==> src/rtl/pipeline_readreg_stage.sv <==
// -----------------------------------------------------------------------------
// pipeline_readreg_stage
//   Register-read pipeline stage between decode and execute. It holds one
//   instruction (control bundle, register numbers and immediate) behind a
//   valid/ready handshake with stall and flush. It also owns the
//   NREAD-read / 1-write register file, which is written by the final
//   stage's writeback. Reads are write-first, so a value being written back
//   this cycle is visible on rdata in the same cycle.
//
// Ports
//   clk, rst            clock; synchronous active-low reset
//   in_valid/in_ready   upstream handshake (in_ready is combinational)
//   flush               kill the instruction held in this stage
//   control_in, readnum_in, imm_in   instruction fields from decode
//   write/writenum/writedata         writeback port into the register file
//   out_valid/out_ready downstream handshake
//   control_out         latched control, zero while the stage holds a bubble
//   readnum_out, imm_out             latched register numbers / immediate
//   rdata               per-port read data, port k at [k*DATA_W +: DATA_W]
//   reg_dump            every register, reg i at [i*DATA_W +: DATA_W]
// -----------------------------------------------------------------------------
module pipeline_readreg_stage #(
    parameter  int unsigned DATA_W = 16,
    parameter  int unsigned NREGS  = 8,
    parameter  int unsigned NREAD  = 3,
    parameter  int unsigned CTRL_W = 22,
    localparam int unsigned RA_W   = $clog2(NREGS)
) (
    input  logic                    clk,
    input  logic                    rst,
    input  logic                    in_valid,
    output logic                    in_ready,
    input  logic                    flush,
    input  logic [CTRL_W-1:0]       control_in,
    input  logic [NREAD*RA_W-1:0]   readnum_in,
    input  logic [DATA_W-1:0]       imm_in,
    input  logic                    write,
    input  logic [RA_W-1:0]         writenum,
    input  logic [DATA_W-1:0]       writedata,
    output logic                    out_valid,
    input  logic                    out_ready,
    output logic [CTRL_W-1:0]       control_out,
    output logic [NREAD*RA_W-1:0]   readnum_out,
    output logic [DATA_W-1:0]       imm_out,
    output logic [NREAD*DATA_W-1:0] rdata,
    output logic [NREGS*DATA_W-1:0] reg_dump
);

    logic                  valid_q, valid_d;
    logic [CTRL_W-1:0]     ctrl_q;
    logic [NREAD*RA_W-1:0] rnum_q;
    logic [DATA_W-1:0]     imm_q;
    logic [DATA_W-1:0]     regs_q [NREGS];
    logic                  accept;

    // Handshake and occupancy next state (flush beats accept beats drain)
    always_comb begin
        in_ready = !valid_q || out_ready;
        accept   = in_valid && in_ready;
        valid_d  = valid_q;
        if (flush) begin
            valid_d = 1'b0;
        end else if (accept) begin
            valid_d = 1'b1;
        end else if (valid_q && out_ready) begin
            valid_d = 1'b0;
        end
    end

    // Pipeline latch and register file; writeback ignores handshake/flush
    always_ff @(posedge clk) begin
        if (!rst) begin
            valid_q <= 1'b0;
            ctrl_q  <= '0;
            rnum_q  <= '0;
            imm_q   <= '0;
            for (int i = 0; i < int'(NREGS); i++) begin
                regs_q[i] <= '0;
            end
        end else begin
            valid_q <= valid_d;
            if (accept) begin
                ctrl_q <= control_in;
                rnum_q <= readnum_in;
                imm_q  <= imm_in;
            end
            if (write) begin
                regs_q[writenum] <= writedata;
            end
        end
    end

    // Write-first read ports; bypass does not depend on out_valid
    for (genvar k = 0; k < int'(NREAD); k++) begin : g_read
        logic [RA_W-1:0] num;
        assign num = rnum_q[k*RA_W +: RA_W];
        assign rdata[k*DATA_W +: DATA_W] =
            (write && (writenum == num)) ? writedata : regs_q[num];
    end

    for (genvar i = 0; i < int'(NREGS); i++) begin : g_dump
        assign reg_dump[i*DATA_W +: DATA_W] = regs_q[i];
    end

    // A bubble presents an all-zero control word, i.e. a NOP downstream
    assign out_valid   = valid_q;
    assign control_out = valid_q ? ctrl_q : '0;
    assign readnum_out = rnum_q;
    assign imm_out     = imm_q;

endmodule
==> config.mk <==
export PLATFORM = sky130hd
export DESIGN_NAME = pipeline_readreg_stage
export DESIGN_NICKNAME = d
export VERILOG_FILES = /design/src/rtl/pipeline_readreg_stage.sv
export SDC_FILE = /design/constraint.sdc
export NUM_CORES = 1
export LEC_CHECK = 0
export BUFFER_PORTS_ARGS = -buffer_cell sky130_fd_sc_hd__buf_2
export CAP_MARGIN = 5
export CORE_ASPECT_RATIO = 1.25
export CORE_UTILIZATION = 40
export CTS_BUF_LIST = sky130_fd_sc_hd__clkbuf_4 sky130_fd_sc_hd__clkbuf_8 sky130_fd_sc_hd__clkbuf_16
export DETAILED_ROUTE_END_ITERATION = 6
export GPL_ROUTABILITY_DRIVEN = 0
export SYNTH_ARGS = -nofsm -noshare
export SYNTH_HDL_FRONTEND = slang
export SYNTH_SLANG_ARGS = --single-unit
export TNS_END_PERCENT = 30
==> constraint.sdc <==
create_clock -name clk -period 5 [get_ports clk]
set_input_delay 0.25 -clock clk [delete_from_list [all_inputs] [get_ports clk]]
set_output_delay 0.25 -clock clk [all_outputs]
set_load 0.01 [all_outputs]
==> results by group <==
Synth
  – Flip-flop and latch count after synthesis: 185
  – Simple-Gate Fraction of Synth Area: 11.6%
  – Number of distinct library cell variants in the gate-level netlist after synthesis: 24
  – Post-synthesis cell count: 790
  – Net count after synthesis: 862
  – Fraction of the mapped netlist area in compound gates: 5.63%
  – Average footprint of a synthesized cell: 14.0 µm²
  – Share of the yosys chip area belonging to registers: 45.0%
  – Xor-xnor portion of the synthesized cell area: 0.712%
  – Synth warnings: 0
  – Netlist Area Pre-Place: 11100 µm²
  – Combinational family with the most area after synthesis: multiplexers
  – Fraction of synthesized area in multiplexers: 33.0%
  – Area share of fa/ha/maj cells after synthesis: 0%

Clocking
  – CTS tree: yes
  – H-tree levels: 4
  – Post-CTS setup-driven buffer insertion count: 0
  – Post-cts hold buffer count: 0
  – Maximum count of clock buffers along a single path: 2
  – Number of instances resized during post-cts repair: 0
  – Clock sink count: 185
  – Clock-pin slew on the worst setup and hold paths: 0.07 ns
  – Insertion delay to the later sink of the worst-skew pair: 0.44 ns
  – Number of buffers added by the clock tree synthesis step: 17
  – Root Buffer Master: sky130_fd_sc_hd__clkbuf_16

Global route
  – Overall routing resource usage: 26.3%
  – Maximum number of pins on one net before global-route repair: 49
  – Wire length of the first global-routing pass: 53200 µm
  – Initial antenna violation count: 0
  – Number of global-route vias before repair: 8105
  – Remaining global-route overflow: 0

Placement
  – Total placed cells including tap cells: 1365
  – Detailed-placement wirelength estimate: 26100 µm
  – Count of input and output buffers: 296
  – Post-place setup slack: 1.70 ns
  – Placement-stage cell area: 12700 µm²

Setup path
  – Peak per-stage delay on the critical path: 0.96 ns
  – Type of destination of the critical path: output pin
  – Worst endpoint data arrival time: 2.93 ns
  – CP max stage cell: sky130_fd_sc_hd__dfxtp_1
  – Startpoint Class: flip-flop
  – Cell occurring most often along the worst timing path: sky130_fd_sc_hd__mux2_2
  – WS Path Type: reg2out
  – Crit path cell chain: buf_4, mux4_1, mux2_2, mux2_2, buf_2
  – Maximum net fanout on the critical path: 19
  – Required arrival time at the worst endpoint: 4.75 ns
  – Largest delay contributor family on the critical path: multiplexers
  – Sum of buffers and inverters on the critical path: 2

Finish
  – Layout cells sized above 1: 43.4%
  – Leading cell type in the layout, fill and taps excluded: sky130_fd_sc_hd__buf_2
  – Core utilization of the finished layout: 49.2%
  – # diodes: 0
  – Highest-count cells in the layout ignoring fill and taps: sky130_fd_sc_hd__buf_2 (296), sky130_fd_sc_hd__and2_1 (150), sky130_fd_sc_hd__edfxtp_1 (128)
  – Synthesis-to-finish area growth: 19.9%
  – Post-route standard cell area excluding fillers: 13300 µm²
  – Fill count: 2450
  – Post-Layout Cell Count: 1398
  – Layout net count: 1112

Pwr
  – Maximum resistive drop on vdd: 0.212 mV
  – Total Power Consumption: 3.92 mW
  – Total leakage power: 5.34 nW
  – Power density over the cells: 296 nW/µm²

STA
  – Number of pins with negative max-slew slack in the final report: 0
  – Part of the cycle the worst path needs: 63.6%
  – Actual transition at the worst max-transition pin: 1.33 ns
  – Minimum hold slack: 0.0424 ns
  – Crit path setup slack, layout: 1.82 ns
  – Finish-stage setup viols: 0
  – Period minus WS final: 3.18 ns
  – Unrepaired setup endpoints after global routing: no
  – Remaining max-slew budget at the tightest pin: 11.0%
  – Max Clk Rate: 0.314 GHz
  – Final clock skew: 0.00835 ns
  – Hold Fails Final Rpt: 0
  – TNS Setup: 0 ns

Floorplanning
  – Core region area: 27000 µm²
  – Die span in x: 151 µm
  – Die area: 28400 µm²
  – Initial core utilization: 41.0%
  – Number of top-level design ports: 297
  – Standard-cell row count: 67
  – Floorplan die height: 188 µm

Route
  – Average wire per cell in the routed design: 26.8 µm
  – Total number of vias: 8230
  – DR vias/cell: 5.89
  – Post-route DRC: 0
  – Number of detailed-routing iterations run before antenna repair: 5
  – Detailed router's first-iteration violation count: 556
  – Final antenna-violating net count: 0
  – Final routed wirelength across all metal layers: 37400 µm

Status
  – Outcome: finished, final reports clean

Run
  – Max capacitance violation total: 0

Min path
  – Min-Delay Path Class: in2reg
[flip-flops by register name, indices dropped and copies added (netlist names), named ones only]
name         count
readnum_out      9
regs_q         128
out_valid        1
imm_out         16
ctrl_q          22
[path summary, 6_finish.rpt]
check | to | slack (ns) | from | depth (start not counted)
worst max-delay path | rdata[4] | 1.82 | flip-flop | 5
worst min-delay path | out_valid$_SDFFE_PP0P_ | 0.04 | flush | 3
worst max register to register | flip-flop | 2.72 | out_valid$_SDFFE_PP0P_ | 5
worst min register to register | ctrl_q[7]$_SDFFE_PN0P_ | 0.48 | ctrl_q[7]$_SDFFE_PN0P_ | 2
[power by group]
| part | internal (mW) | switching, mW |
|---|---|---|
| logic | 0.382 | 0.350 |
| clock network | 0.693 | 0.621 |
| registers | 1.73 | 0.143 |
[routing by layer]
metal  GRT usage [%]  routed length [µm]  vias to the layer above
li1                -                   -                     3576
met1            30.5               14100                     4173
met2            45.7               19000                      417
met3            5.99                2940                       64
met4            11.5                1380                        0
met5               0                   0                        -
[worst reg2reg max path, cell delays in order (launching register included)]
cell                       delay [ns]
sky130_fd_sc_hd__dfxtp_1         0.53
sky130_fd_sc_hd__nor2b_2         0.28
sky130_fd_sc_hd__inv_1           0.38
sky130_fd_sc_hd__buf_4           0.44
sky130_fd_sc_hd__nand3_1         0.13
sky130_fd_sc_hd__a21boi_0        0.38
[layout make-up]
cell class,count,area (µm²),share of cell area [%]
flip-flops and latches,185,4990,37.6
clock inverters,14,123,0.924
multi-input cells,519,5660,42.7
clock buffers,18,433,3.26
inverters,2,7.51,0.0566
well taps,345,432,3.25
repair buffers,315,1630,12.3
[kinds of logic (layout without fill, tap and decap cells)]
kind of cell,Yosys count,after routing
and+or+nand+nor,217,217
muxes,192,192
DFF,185,185
AOI/OAI and AO/OA,101,101
buffers and inverters,86,349
xor gates and xnor gates,9,9
[synthesized netlist by cell type (all sizes together)]
library cell / instances / area (µm²)
dfxtp: 57 / 1140
nor2b: 1 / 6.26
o21ai: 53 / 265
and2: 150 / 938
mux4: 96 / 2510
nand2: 1 / 3.75
clkbuf: 54 / 203
nand2b: 5 / 31.3
edfxtp: 128 / 3840
xnor2: 9 / 78.8
nor3: 2 / 10.0
buf: 30 / 246
a21oi: 1 / 5.00
mux2: 96 / 1140
inv: 2 / 7.51
nand3: 48 / 240
nand4: 3 / 18.8
a21boi: 47 / 353
nand3b: 1 / 7.51
nor2: 6 / 22.5
No activity file was read; power rests on OpenSTA's default activity.
